`src/rtl/alu_cmd_ctrl_if.sv`:
```
// Command/ALU/transmit bus of the ALU command controller.
// The master side is the controller; the slave side is the receiver/ALU/transmitter environment.
interface alu_cmd_ctrl_if #(
  parameter int unsigned DATA_WIDTH = 8
);
  logic [DATA_WIDTH-1:0]   rx_p_data;
  logic                    rx_d_vld;
  logic [DATA_WIDTH-1:0]   alu_a;
  logic [DATA_WIDTH-1:0]   alu_b;
  logic [3:0]              alu_fun;
  logic                    alu_en;
  logic [2*DATA_WIDTH-1:0] alu_out;
  logic                    out_valid;
  logic [DATA_WIDTH-1:0]   tx_p_data;
  logic                    tx_d_vld;
  logic                    tx_ready;
  logic                    err;

  modport master (
    input  rx_p_data, rx_d_vld, alu_out, out_valid, tx_ready,
    output alu_a, alu_b, alu_fun, alu_en, tx_p_data, tx_d_vld, err
  );

  modport slave (
    output rx_p_data, rx_d_vld, alu_out, out_valid, tx_ready,
    input  alu_a, alu_b, alu_fun, alu_en, tx_p_data, tx_d_vld, err
  );
endinterface

```
`src/rtl/alu_cmd_ctrl.sv`:
```
// ALU command controller: decodes CC (A,B,FUN) and DD (FUN only) frames from the receiver,
// fires the ALU once, waits a bounded time for its result and sends it low byte first.
module alu_cmd_ctrl #(
  parameter int unsigned DATA_WIDTH = 8,
  parameter int unsigned WAIT_MAX   = 4
) (
  input logic           CLK,
  input logic           RST,
  alu_cmd_ctrl_if.master bus_io
);

  localparam int unsigned CntW = $clog2(WAIT_MAX + 1);
  localparam logic [CntW-1:0]       CntLast = CntW'(WAIT_MAX - 1);
  localparam logic [DATA_WIDTH-1:0] CmdAb   = DATA_WIDTH'(8'hCC);
  localparam logic [DATA_WIDTH-1:0] CmdFun  = DATA_WIDTH'(8'hDD);

  typedef enum logic [2:0] {
    StIdle, StGetA, StGetB, StGetFun, StAluGo, StAluWait, StTxLo, StTxHi
  } state_e;

  state_e                  state_q, state_d;
  logic [DATA_WIDTH-1:0]   alu_a_q, alu_a_d;
  logic [DATA_WIDTH-1:0]   alu_b_q, alu_b_d;
  logic [3:0]              alu_fun_q, alu_fun_d;
  logic [2*DATA_WIDTH-1:0] res_q, res_d;
  logic [CntW-1:0]         cnt_q, cnt_d;
  logic                    alu_en, tx_vld, err;
  logic [DATA_WIDTH-1:0]   tx_data;

  // State, operand, result and wait-counter registers.
  always_ff @(posedge CLK or negedge RST) begin
    if (!RST) begin
      state_q   <= StIdle;
      alu_a_q   <= '0;
      alu_b_q   <= '0;
      alu_fun_q <= '0;
      res_q     <= '0;
      cnt_q     <= '0;
    end else begin
      state_q   <= state_d;
      alu_a_q   <= alu_a_d;
      alu_b_q   <= alu_b_d;
      alu_fun_q <= alu_fun_d;
      res_q     <= res_d;
      cnt_q     <= cnt_d;
    end
  end

  // Next-state decode and state-derived outputs.
  always_comb begin
    state_d   = state_q;
    alu_a_d   = alu_a_q;
    alu_b_d   = alu_b_q;
    alu_fun_d = alu_fun_q;
    res_d     = res_q;
    cnt_d     = cnt_q;
    alu_en    = 1'b0;
    tx_vld    = 1'b0;
    tx_data   = '0;
    err       = 1'b0;
    case (state_q)
      StIdle: begin
        // Unknown bytes are silently discarded while idle.
        if (bus_io.rx_d_vld) begin
          if (bus_io.rx_p_data == CmdAb) begin
            state_d = StGetA;
          end else if (bus_io.rx_p_data == CmdFun) begin
            state_d = StGetFun;
          end
        end
      end
      StGetA: begin
        if (bus_io.rx_d_vld) begin
          alu_a_d = bus_io.rx_p_data;
          state_d = StGetB;
        end
      end
      StGetB: begin
        if (bus_io.rx_d_vld) begin
          alu_b_d = bus_io.rx_p_data;
          state_d = StGetFun;
        end
      end
      StGetFun: begin
        if (bus_io.rx_d_vld) begin
          alu_fun_d = bus_io.rx_p_data[3:0];
          state_d   = StAluGo;
        end
      end
      StAluGo: begin
        // A result flagged in the enable cycle itself belongs to no request; ignore it.
        alu_en  = 1'b1;
        err     = bus_io.rx_d_vld;
        cnt_d   = '0;
        state_d = StAluWait;
      end
      StAluWait: begin
        err = bus_io.rx_d_vld;
        if (bus_io.out_valid) begin
          res_d   = bus_io.alu_out;
          state_d = StTxLo;
        end else if (cnt_q == CntLast) begin
          // Last allowed cycle passed without a result: abandon the frame.
          err     = 1'b1;
          state_d = StIdle;
        end else begin
          cnt_d = cnt_q + CntW'(1);
        end
      end
      StTxLo: begin
        err     = bus_io.rx_d_vld;
        tx_vld  = 1'b1;
        tx_data = res_q[DATA_WIDTH-1:0];
        if (bus_io.tx_ready) begin
          state_d = StTxHi;
        end
      end
      StTxHi: begin
        err     = bus_io.rx_d_vld;
        tx_vld  = 1'b1;
        tx_data = res_q[2*DATA_WIDTH-1:DATA_WIDTH];
        if (bus_io.tx_ready) begin
          state_d = StIdle;
        end
      end
      default: state_d = StIdle;
    endcase
  end

  assign bus_io.alu_a     = alu_a_q;
  assign bus_io.alu_b     = alu_b_q;
  assign bus_io.alu_fun   = alu_fun_q;
  assign bus_io.alu_en    = alu_en;
  assign bus_io.tx_p_data = tx_data;
  assign bus_io.tx_d_vld  = tx_vld;
  assign bus_io.err       = err;

endmodule

```
`src/flat_wrapper.sv`:
```
// flat-port wrapper written by rule: the top's interface ports become plain ports
module alu_cmd_ctrl_flat 
#(
  parameter int unsigned DATA_WIDTH = 8,
  parameter int unsigned WAIT_MAX   = 4
)
  (CLK, RST, bus_io_rx_p_data, bus_io_rx_d_vld, bus_io_alu_out, bus_io_out_valid, bus_io_tx_ready, bus_io_alu_a, bus_io_alu_b, bus_io_alu_fun, bus_io_alu_en, bus_io_tx_p_data, bus_io_tx_d_vld, bus_io_err);
  alu_cmd_ctrl_if #(.DATA_WIDTH(DATA_WIDTH)) bus_io_i ();
  input logic CLK;
  input logic RST;
  input wire logic [$bits(bus_io_i.rx_p_data)-1:0] bus_io_rx_p_data;
  input wire logic [$bits(bus_io_i.rx_d_vld)-1:0] bus_io_rx_d_vld;
  input wire logic [$bits(bus_io_i.alu_out)-1:0] bus_io_alu_out;
  input wire logic [$bits(bus_io_i.out_valid)-1:0] bus_io_out_valid;
  input wire logic [$bits(bus_io_i.tx_ready)-1:0] bus_io_tx_ready;
  output wire logic [$bits(bus_io_i.alu_a)-1:0] bus_io_alu_a;
  output wire logic [$bits(bus_io_i.alu_b)-1:0] bus_io_alu_b;
  output wire logic [$bits(bus_io_i.alu_fun)-1:0] bus_io_alu_fun;
  output wire logic [$bits(bus_io_i.alu_en)-1:0] bus_io_alu_en;
  output wire logic [$bits(bus_io_i.tx_p_data)-1:0] bus_io_tx_p_data;
  output wire logic [$bits(bus_io_i.tx_d_vld)-1:0] bus_io_tx_d_vld;
  output wire logic [$bits(bus_io_i.err)-1:0] bus_io_err;
  assign bus_io_i.rx_p_data = bus_io_rx_p_data;
  assign bus_io_i.rx_d_vld = bus_io_rx_d_vld;
  assign bus_io_i.alu_out = bus_io_alu_out;
  assign bus_io_i.out_valid = bus_io_out_valid;
  assign bus_io_i.tx_ready = bus_io_tx_ready;
  assign bus_io_alu_a = bus_io_i.alu_a;
  assign bus_io_alu_b = bus_io_i.alu_b;
  assign bus_io_alu_fun = bus_io_i.alu_fun;
  assign bus_io_alu_en = bus_io_i.alu_en;
  assign bus_io_tx_p_data = bus_io_i.tx_p_data;
  assign bus_io_tx_d_vld = bus_io_i.tx_d_vld;
  assign bus_io_err = bus_io_i.err;
  alu_cmd_ctrl #(.DATA_WIDTH(DATA_WIDTH), .WAIT_MAX(WAIT_MAX)) u_core (.CLK(CLK), .RST(RST), .bus_io(bus_io_i));
endmodule
```
`config.mk`:
```
export PLATFORM = sky130hd
export DESIGN_NAME = alu_cmd_ctrl_flat
export DESIGN_NICKNAME = d
export VERILOG_FILES = /design/src/rtl/alu_cmd_ctrl_if.sv /design/src/rtl/alu_cmd_ctrl.sv /design/src/flat_wrapper.sv
export SDC_FILE = /design/constraint.sdc
export NUM_CORES = 1
export LEC_CHECK = 0
export ABC_AREA = 1
export CAP_MARGIN = 20
export CORE_ASPECT_RATIO = 1.75
export CORE_UTILIZATION = 51
export DETAILED_ROUTE_END_ITERATION = 7
export PLACE_DENSITY = 0.9
export SYNTH_ARGS = -nofsm -noshare
export SYNTH_HDL_FRONTEND = slang
export SYNTH_SLANG_ARGS = --single-unit
export TNS_END_PERCENT = 20
```
`constraint.sdc`:
```
create_clock -name CLK -period 2.72 [get_ports CLK]
set_input_delay 0.544 -clock CLK [delete_from_list [all_inputs] [get_ports CLK]]
set_output_delay 0.544 -clock CLK [all_outputs]
set_load 0.02 [all_outputs]
```
# Word level (Yosys, flattened, before mapping)
# Index checks and enable logic that the tools add are counted.
# totals
ff_bits,42
out_inout_bits,31
wordCells,57
# classes
addsub,1
n_eq_ne,20
n_mux,20
reduce_logical,10
# op_table
operator,n
3-bit two-way mux,12
3-bit case mux with 8 select lines,1
8-bit == test (second input constant),2
2-bit != test (second input constant),8
8-bit case mux with 2 select lines,1
3-bit == test (second input constant),4
3-bit by 2-bit == test with 1-bit output (second input constant),3
2-bit AND reduction,4
8-bit AND reduction,1
3-bit case mux with 2 select lines,1
1-bit two-way mux,4
3-bit by 1-bit adder with 3-bit output (second input constant),1
3-bit by 1-bit == test with 1-bit output (second input constant),1
3-bit zero test,1
3-bit by 1-bit != test with 1-bit output (second input constant),1
3-bit by 2-bit != test with 1-bit output (second input constant),1
3-bit AND reduction,1
3-bit OR reduction,1
1-bit case mux with 2 select lines,1
2-bit nonzero test,1
2-bit OR reduction,1

# Longest topological paths before layout
# Gate-level depths: netlist of the first run.
# depth
ltp_word,5
ltp_mapped,9
depth_no_buf,9

# Worst setup path before layout of the first run
# OpenSTA, ideal clock, no wires.
# synth_timing
kind,register to output
startpoint,reg u_core.state_q[1]
endpoint,out bus_io_err
arrival_ns,1.296
required_ns,2.176
setup_slack_ns,0.880
path_stages_with_launch,5
path_cell_list,dfrtp_1 > buf_6 > inv_4 > nand3_4 > o32ai_1
# synth_between
elab_chain_len,3
# synth_rtl
item,line,text
from (decl),alu_cmd_ctrl.sv:21,"state_e state_q, state_d;"
from (signal assigned),alu_cmd_ctrl.sv:33,state_q <= StIdle;
from (signal assigned),alu_cmd_ctrl.sv:40,state_q <= state_d;
3-bit == test,alu_cmd_ctrl.sv:61,case (state_q)
3-bit OR reduction (no source line),-,
1-bit case mux with 2 select lines *,alu_cmd_ctrl.sv:61,
to (decl),flat_wrapper.sv:22,output wire logic [$bits(bus_io_i.err)-1:0] bus_io_err;
# Mark *: on every way between the ends. The rest lies on a longest branch, timed or not.

# Worst setup path in the final report of the first run
# layout_timing
startpoint,reg u_core.state_q[0]
endpoint,out bus_io_err
# The elaborated chain is that of the path after synthesis.

==> metrics.md, run 1 <==
| Metric | Value |
|---|---|
| WP data arrival | 2.07 ns |
| P_leak | 1.35 nW |
| Overflow after GRT | 0 |
| Synth Warn # | 0 |
| Diodes inserted | 0 |
| Root Buffer | clkbuf_8 |
| Setup TNS | 0 ns |
| Yosys reg bits | 42 |
| Layout cell share with drive strength beyond 1 | roughly 16% |
| Finish-stage setup viols | 0 |
| Final Non-Filler Cells | 337 |
| Dpl hpwl | approximately 3300 um |
| CTS buffer count | 5 |
| Actual slew at the worst max-slew pin | 0.902 ns |
| Vias in the first global route | 1760 |
| Nets | 319 |
| Port bufs | 59 |
| Area of the multi-input gates | 882 um^2 |
| Ys async rst share | 100% |
| Ys flop type | dfrtp_1 |
| Clock transition at path regs | 0.08 ns |
| Vias | 1727 |
| Cell area after synthesis | 2080 um^2 |
| Routed WL | 4600 um |
| Mapped Nets | between 200 and 300 |
| Final hold vios | 0 |
| Max Buffers Root-to-Sink | 2 |
| Slew headroom | ~40% |
| Placed cell count | approximately 330 |
| Slew Limit Fails | 0 |
| All-layer global routing usage | 24.0% |
| Sequential cell area | 1050 um^2 |
| Row count | 30 |
| Hold WC Path Type | primary input to async pin |
| Design area | 2780 um^2 |
| Drt wl/cell | approximately 14 um |
| Largest cells by area after synthesis | dfrtp_1 (50%), nand2_1 (15%), o21ai_0 (4.6%), nand2_2 (4.2%), a22o_1 (3.4%) |
| IO Pins | 60 |
| Filler cells | 288 |
| Routed wl met2 | 2510 um |
| Clock skew | 0.00257 ns |
| Routed Antenna Nets | 0 |
| Commonest non-fill, non-tap cell in the layout | nand2_1 |
| PwrDens | 1040 nW/um^2 |
| Worst r2r src | u_core.state_q[0]$_DFFE_PN0P_ |
| Post-synthesis average cell area | 9.22 um^2 |
| Final core occ | a little under three quarters |
| Number of detailed-route iterations in the first pass | 4 |
| CP endpoint kind | output pin |
| Minimum clock period after layout | around 2.6 ns |
| Area grow syn2layout | 33.4% |
| Top achievable clock speed | 0.382 GHz |
| Routability cong. | 0.840 |
| Setup bufs post-CTS | 0 |
| M1 wire length | 1710 um |
| CTS sink cnt | 42 |
| Yosys cell types | 27 |
| Max-cap viol count | 0 |
| Outcome | finished clean |
| Commonest cells after routing, fill and taps aside | nand2_1 (82), clkdlybuf4s50_1 (58), dfrtp_1 (40), o21ai_0 (19), nand2_2 (14) |
| Initial Util | 53.4% |
| Crit Path Category | flop to output pin |
| DIE AREA | 4350 um^2 |
| Fin crit share | ~96% |
| Die width | a little over 50 um |
| Initial drt markers | 30 |
| H-tree levels | 2 |
| Setup crit start | u_core.state_q[0]$_DFFE_PN0P_ |
| Cells after Synth | 226 |
| DR top layer | met4 |
| EDFF count, synth | 0 |
| Max FO, Critical Path | 7 |
| Initial antenna violation count | 0 |
| DRC | 0 |
| Vias/cell | roughly 5 |
| Post-synth top area share | 50.5% |
| CTS tree | built |
| Largest net degree at the start of global routing | 43 |
| Area after DPL | between 2000 and 3000 um^2 |
| Worst IR drop on VDD | 0.734 mV |
| Area leader, netlist | dfrtp_1 |
| Die H | about 87 um |
| Clock latency at the later pin of the worst-skew pair | 0.29 ns |
| WP data required | approximately 2.2 ns |
| First-pass GRT wire length | 7860 um |
| Share of the yosys chip area belonging to registers | slightly above 50% |
| RSZ-0062 raised after global routing | no |
| Core area | 3900 um^2 |
| WL met3 | 284 um |
| Critical Path Start Type | flop |
==> cell families (layout without fill, tap and decap cells) <==
family                     Yosys count  count (layout)  share of synthesized area (%)
and+or+nand+nor                    122             122                           30.8
AOI/OAI and AO/OA                   35              35                           10.4
adders and majority gates            2               2                           1.20
DFF                                 42              42                           50.5
buffers and inverters               25              88                           7.21
==> state kept, by name, summed over array words and instances (netlist names) <==
| signal | cells |
|---|---|
| u_core.res_q | 16 |
| u_core.bus_io.alu_b | 8 |
| u_core.bus_io.alu_fun | 4 |
| u_core.bus_io.alu_a | 8 |
| u_core.cnt_q | 3 |
| u_core.state_q | 3 |
==> critical path, stage by stage (launching register included) <==
cell             delay, ns
dfrtp_1               0.60
nand3_4               0.20
o32ai_1               0.31
clkdlybuf4s50_1       0.67
==> layer usage <==
metal	vias to the layer above	global-route usage, %
met3	10	5.96
met2	56	42.8
met5	-	0
met4	0	10.4
met1	811	26.5
li1	850	-
==> area by class of cell <==
type,instances,area share (%)
timing repair buffer,62,21.9
inverter,18,2.88
sequential,42,37.9
clock inverter,2,0.450
multi-input combinational,159,31.7
clock buffer,6,2.97
tap,48,2.16
==> report_power, final <==
part | switching (mW) | leakage, nW | total, mW | internal, mW
clock network | 0.212 | 0.0472 | 0.416 | 0.204
logic | 0.753 | 0.780 | 1.32 | 0.569
registers | 0.228 | 0.528 | 1.14 | 0.910
==> cell usage after synthesis (2+ instances only) <==
master,n
a21oi_1,2
a22o_1,8
buf_2,2
buf_6,4
dfrtp_1,42
ha_1,2
inv_1,14
inv_4,2
nand2_1,82
nand2_2,14
nand2_4,3
nand3_1,4
nand4_1,2
nand4_4,2
nor2_1,6
nor2_8,3
nor3_1,3
o21ai_0,19
o21ai_1,4
==> path summary, 6_finish.rpt <==
kind,endpoint,slack (ns),cells after the start
setup / recovery,bus_io_err,0.10,3
hold reg to reg,u_core.res_q[5]$_DFFE_PN0P_,0.48,2
min in group CLK,u_core.res_q[5]$_DFFE_PN0P_,0.48,2
hold / removal,u_core.res_q[0]$_DFFE_PN0P_,0.36,1
setup reg to reg,u_core.state_q[2]$_DFFE_PN0P_,1.19,9
max in group asynchronous,u_core.state_q[1]$_DFFE_PN0P_,1.73,1
==> per-stage QoR <==
step	hold WS, ns	power [mW]	worst slack, ns
floorplan	0.248	1.96	0.880
global placement	0.454	2.40	0.177
detailed placement	0.459	2.46	0.205
CTS	0.404	2.89	0.00882
global route	0.450	3.08	0.0116
finish	0.364	2.88	0.102
==> repair_timing <==
action	CTS	global route
hold buffers	0	0
gates resized for setup	0	3
setup endpoints to repair	0	9
No activity file was read; power rests on OpenSTA's default activity.
==> run 2: changes to the inputs <==
--- a/config.mk
+++ b/config.mk
@@ -11,6 +11,7 @@
 export CORE_UTILIZATION = 51
 export DETAILED_ROUTE_END_ITERATION = 7
 export PLACE_DENSITY = 0.9
+export SETUP_SLACK_MARGIN = 0.4
 export SYNTH_ARGS = -nofsm -noshare
 export SYNTH_HDL_FRONTEND = slang
 export SYNTH_SLANG_ARGS = --single-unit
==> constraint.sdc (replaced) <==
create_clock -name CLK -period 2.72 [get_ports CLK]
set_input_delay 0.272 -clock CLK [delete_from_list [all_inputs] [get_ports CLK]]
set_output_delay 0.272 -clock CLK [all_outputs]
set_load 0.02 [all_outputs]
==> metrics.md, run 2 (same netlist as run 1, synthesis figures left out) <==
| Metric | Value |
|---|---|
| Outcome | finished clean |
| Fin crit share | 82.6% |
| Worst hold slack | a little under 0.09 ns |
| PwrDens | 1050 nW/um^2 |
| CP peak stage delay | approximately 0.60 ns |
| Commonest non-fill, non-tap cell in the layout | nand2_1 |
| Drt wl/cell | 13.6 um |
| Clock share of power | 16.4% |
| Clock latency at the later pin of the worst-skew pair | 0.29 ns |
| Slew headroom | 41.4% |
| Clock skew | 0.00689 ns |
| Place WS | 0.612 ns |
| Vias/cell | 5.12 |
| Critical Path Start Type | flop |
| M1 wire length | ~1700 um |
| Hold WC Path Type | primary input to async pin |
| Largest net degree at the start of global routing | 43 |
| R2R depth | 9 |
| WL met3 | approximately 330 um |
| Final WS setup | 0.474 ns |
| Layout cell share with drive strength beyond 1 | 14.0% |
| CP delay by family, top | buffers and inverters |
| Vias | 1711 |
| H-tree levels | 2 |
| WP data required | between 2 and 2.5 ns |
| P_leak | approximately 1.4 nW |
| Setup TNS | 0 ns |
| DR top layer | met4 |
| Port bufs | 59 |
| CP max stage cell | clkdlybuf4s50_1 |
| DIE AREA | around 4400 um^2 |
| CTS tree | built |
| R2R Path End | u_core.state_q[1]$_DFFE_PN0P_ |
| Diodes inserted | 0 |
| CP endpoint kind | output pin |
| Max Buffers Root-to-Sink | 2 |
| Root Buffer | clkbuf_8 |
| Minimum clock period after layout | between 2 and 2.5 ns |
| Final hold vios | 0 |
| Commonest cells after routing, fill and taps aside | nand2_1 (82), clkdlybuf4s50_1 (56), dfrtp_1 (40), o21ai_0 (19), nand2_2 (14) |
| CTS buffer count | 5 |
| Clock transition at path regs | 0.08 ns |
| All-layer global routing usage | between 20% and 30% |
| Area grow syn2layout | 32.9% |
| First-pass GRT wire length | just under 8000 um |
| Filler cells | 280 |
| DRC | 0 |
| Initial Util | a little over half |
| Routed Antenna Nets | 0 |
| Vias in the first global route | 1717 |
| Cell internal pwr | 1.74 mW |
| Finish-stage setup viols | 0 |
| Overflow after GRT | 0 |
| IO Pins | 60 |
| Dpl hpwl | 3380 um |
| Crit Path Category | flop to output pin |
| NetSw | 1.17 mW |
| Critical path cell sequence | inv_2 -> nand2_4 -> nor2_8 -> a22o_1 -> clkdlybuf4s50_1 |
| Register-to-register setup slack | 1.25 ns |
| Final core occ | 70.9% |
| RSZ-0062 raised after global routing | yes |
| Sw Share | 40.3% |
| WP data arrival | 1.97 ns |
| Row count | 30 |
| Max FO, Critical Path | 11 |
| Routed wl met2 | 2400 um |
| Slew Limit Fails | 0 |
| Worst r2r src | u_core.cnt_q[0]$_DFFE_PN0P_ |
| Routability cong. | 0.807 |
| CTS sink cnt | 42 |
| Die width | 50.3 um |
| Actual slew at the worst max-slew pin | between 0.8 and 0.9 ns |
| Nets | 316 |
| WP buf/inv | 2 |
| Top achievable clock speed | between 0.4 and 0.5 GHz |
| Die H | 86.6 um |
| Core area | 3900 um^2 |
| Initial antenna violation count | 0 |
| Routed WL | 4550 um |
| Sequential power share | 39.3% |
| Initial drt markers | 19 |
| Max FFs per register | 16 |
| Combinational power share | between 40% and 50% |
| Worst IR drop on VDD | 0.751 mV |
| Max-cap viol count | 0 |
| Number of detailed-route iterations in the first pass | 4 |
| Largest reg by FF count | u_core.res_q |
[run 2: cell types whose count changed in the layout (fill, tap and decap cells not counted), sizes merged]
cell,delta
bufinv,+1
clkinvlp,-1
buf,-3
dlymetal6s2s,+1
clkdlybuf4s50,-2
clkinv,-1
clkbuf,+1
dlygate4sd2,+1
[run 2: timing repair]
item                                    in CTS  in global routing
endpoints found under the setup margin       9                  8
buffers inserted                             0                  0
gates cloned                                 0                  0
hold buffers                                 0                  0
gates resized for setup                      3                  2
[run 2: worst reg2reg max path, cell delays in order, from the launching register on]
cell and delay [ns]:
dfrtp_1 0.40, ha_1 0.20, ha_1 0.20, inv_1 0.07, nand4_1 0.14, nand2_2 0.13, nor2_4 0.05, nand2_2 0.09
nand2_1 0.06, nand2_1 0.06
[run 2: worst max path at each step]
stage | start | end | slack [ns] | cells past startpoint
after floorplan | u_core.state_q[1]$_DFFE_PN0P_ | bus_io_err | 1.15 | 4
after global placement | bus_io_rx_d_vld | bus_io_err | 0.65 | 4
after detailed placement | u_core.state_q[0]$_DFFE_PN0P_ | bus_io_tx_p_data[0] | 0.61 | 5
after CTS | u_core.state_q[1]$_DFFE_PN0P_ | bus_io_tx_p_data[0] | 0.44 | 4
after global routing | u_core.state_q[0]$_DFFE_PN0P_ | bus_io_tx_p_data[0] | 0.37 | 5
final | u_core.state_q[0]$_DFFE_PN0P_ | bus_io_tx_p_data[0] | 0.47 | 5
[run 2: final cells by class]
cell class              instances  area [um^2]  share of cell area (%)
well taps                      48         60.1                    2.17
clock buffers                   7         76.3                    2.76
clock inverters                 1         30.0                    1.08
inverters                      18         80.1                    2.89
multi-input cells             159          882                    31.9
flip-flops and latches         42         1050                    38.0
repair buffers                 59          587                    21.2
[run 2: through the flow]
step	instance area, um^2	cells	total power [mW]
6_report	2770	334	2.91
5_1_grt	2770	334	3.12
4_1_cts	2770	334	2.93
3_5_place_dp	2660	326	2.45
3_3_place_gp	2660	326	2.39
2_1_floorplan	2080	226	1.96
[run 2: routing by layer]
| layer | up-vias | global-route usage, % |
|---|---|---|
| li1 | 843 | - |
| met1 | 790 | 26.2 |
| met2 | 64 | 41.0 |
| met3 | 14 | 7.54 |
| met4 | 0 | 11.6 |
| met5 | - | 0 |
[run 2: power by group through the flow]
stage	Sequential [mW]	Combinational (mW)	Clock (mW)
floorplan	1.21	0.747	0
global placement	1.13	1.26	0
detailed placement	1.15	1.30	0
CTS	1.14	1.30	0.485
global route	1.18	1.43	0.515
finish	1.15	1.29	0.478
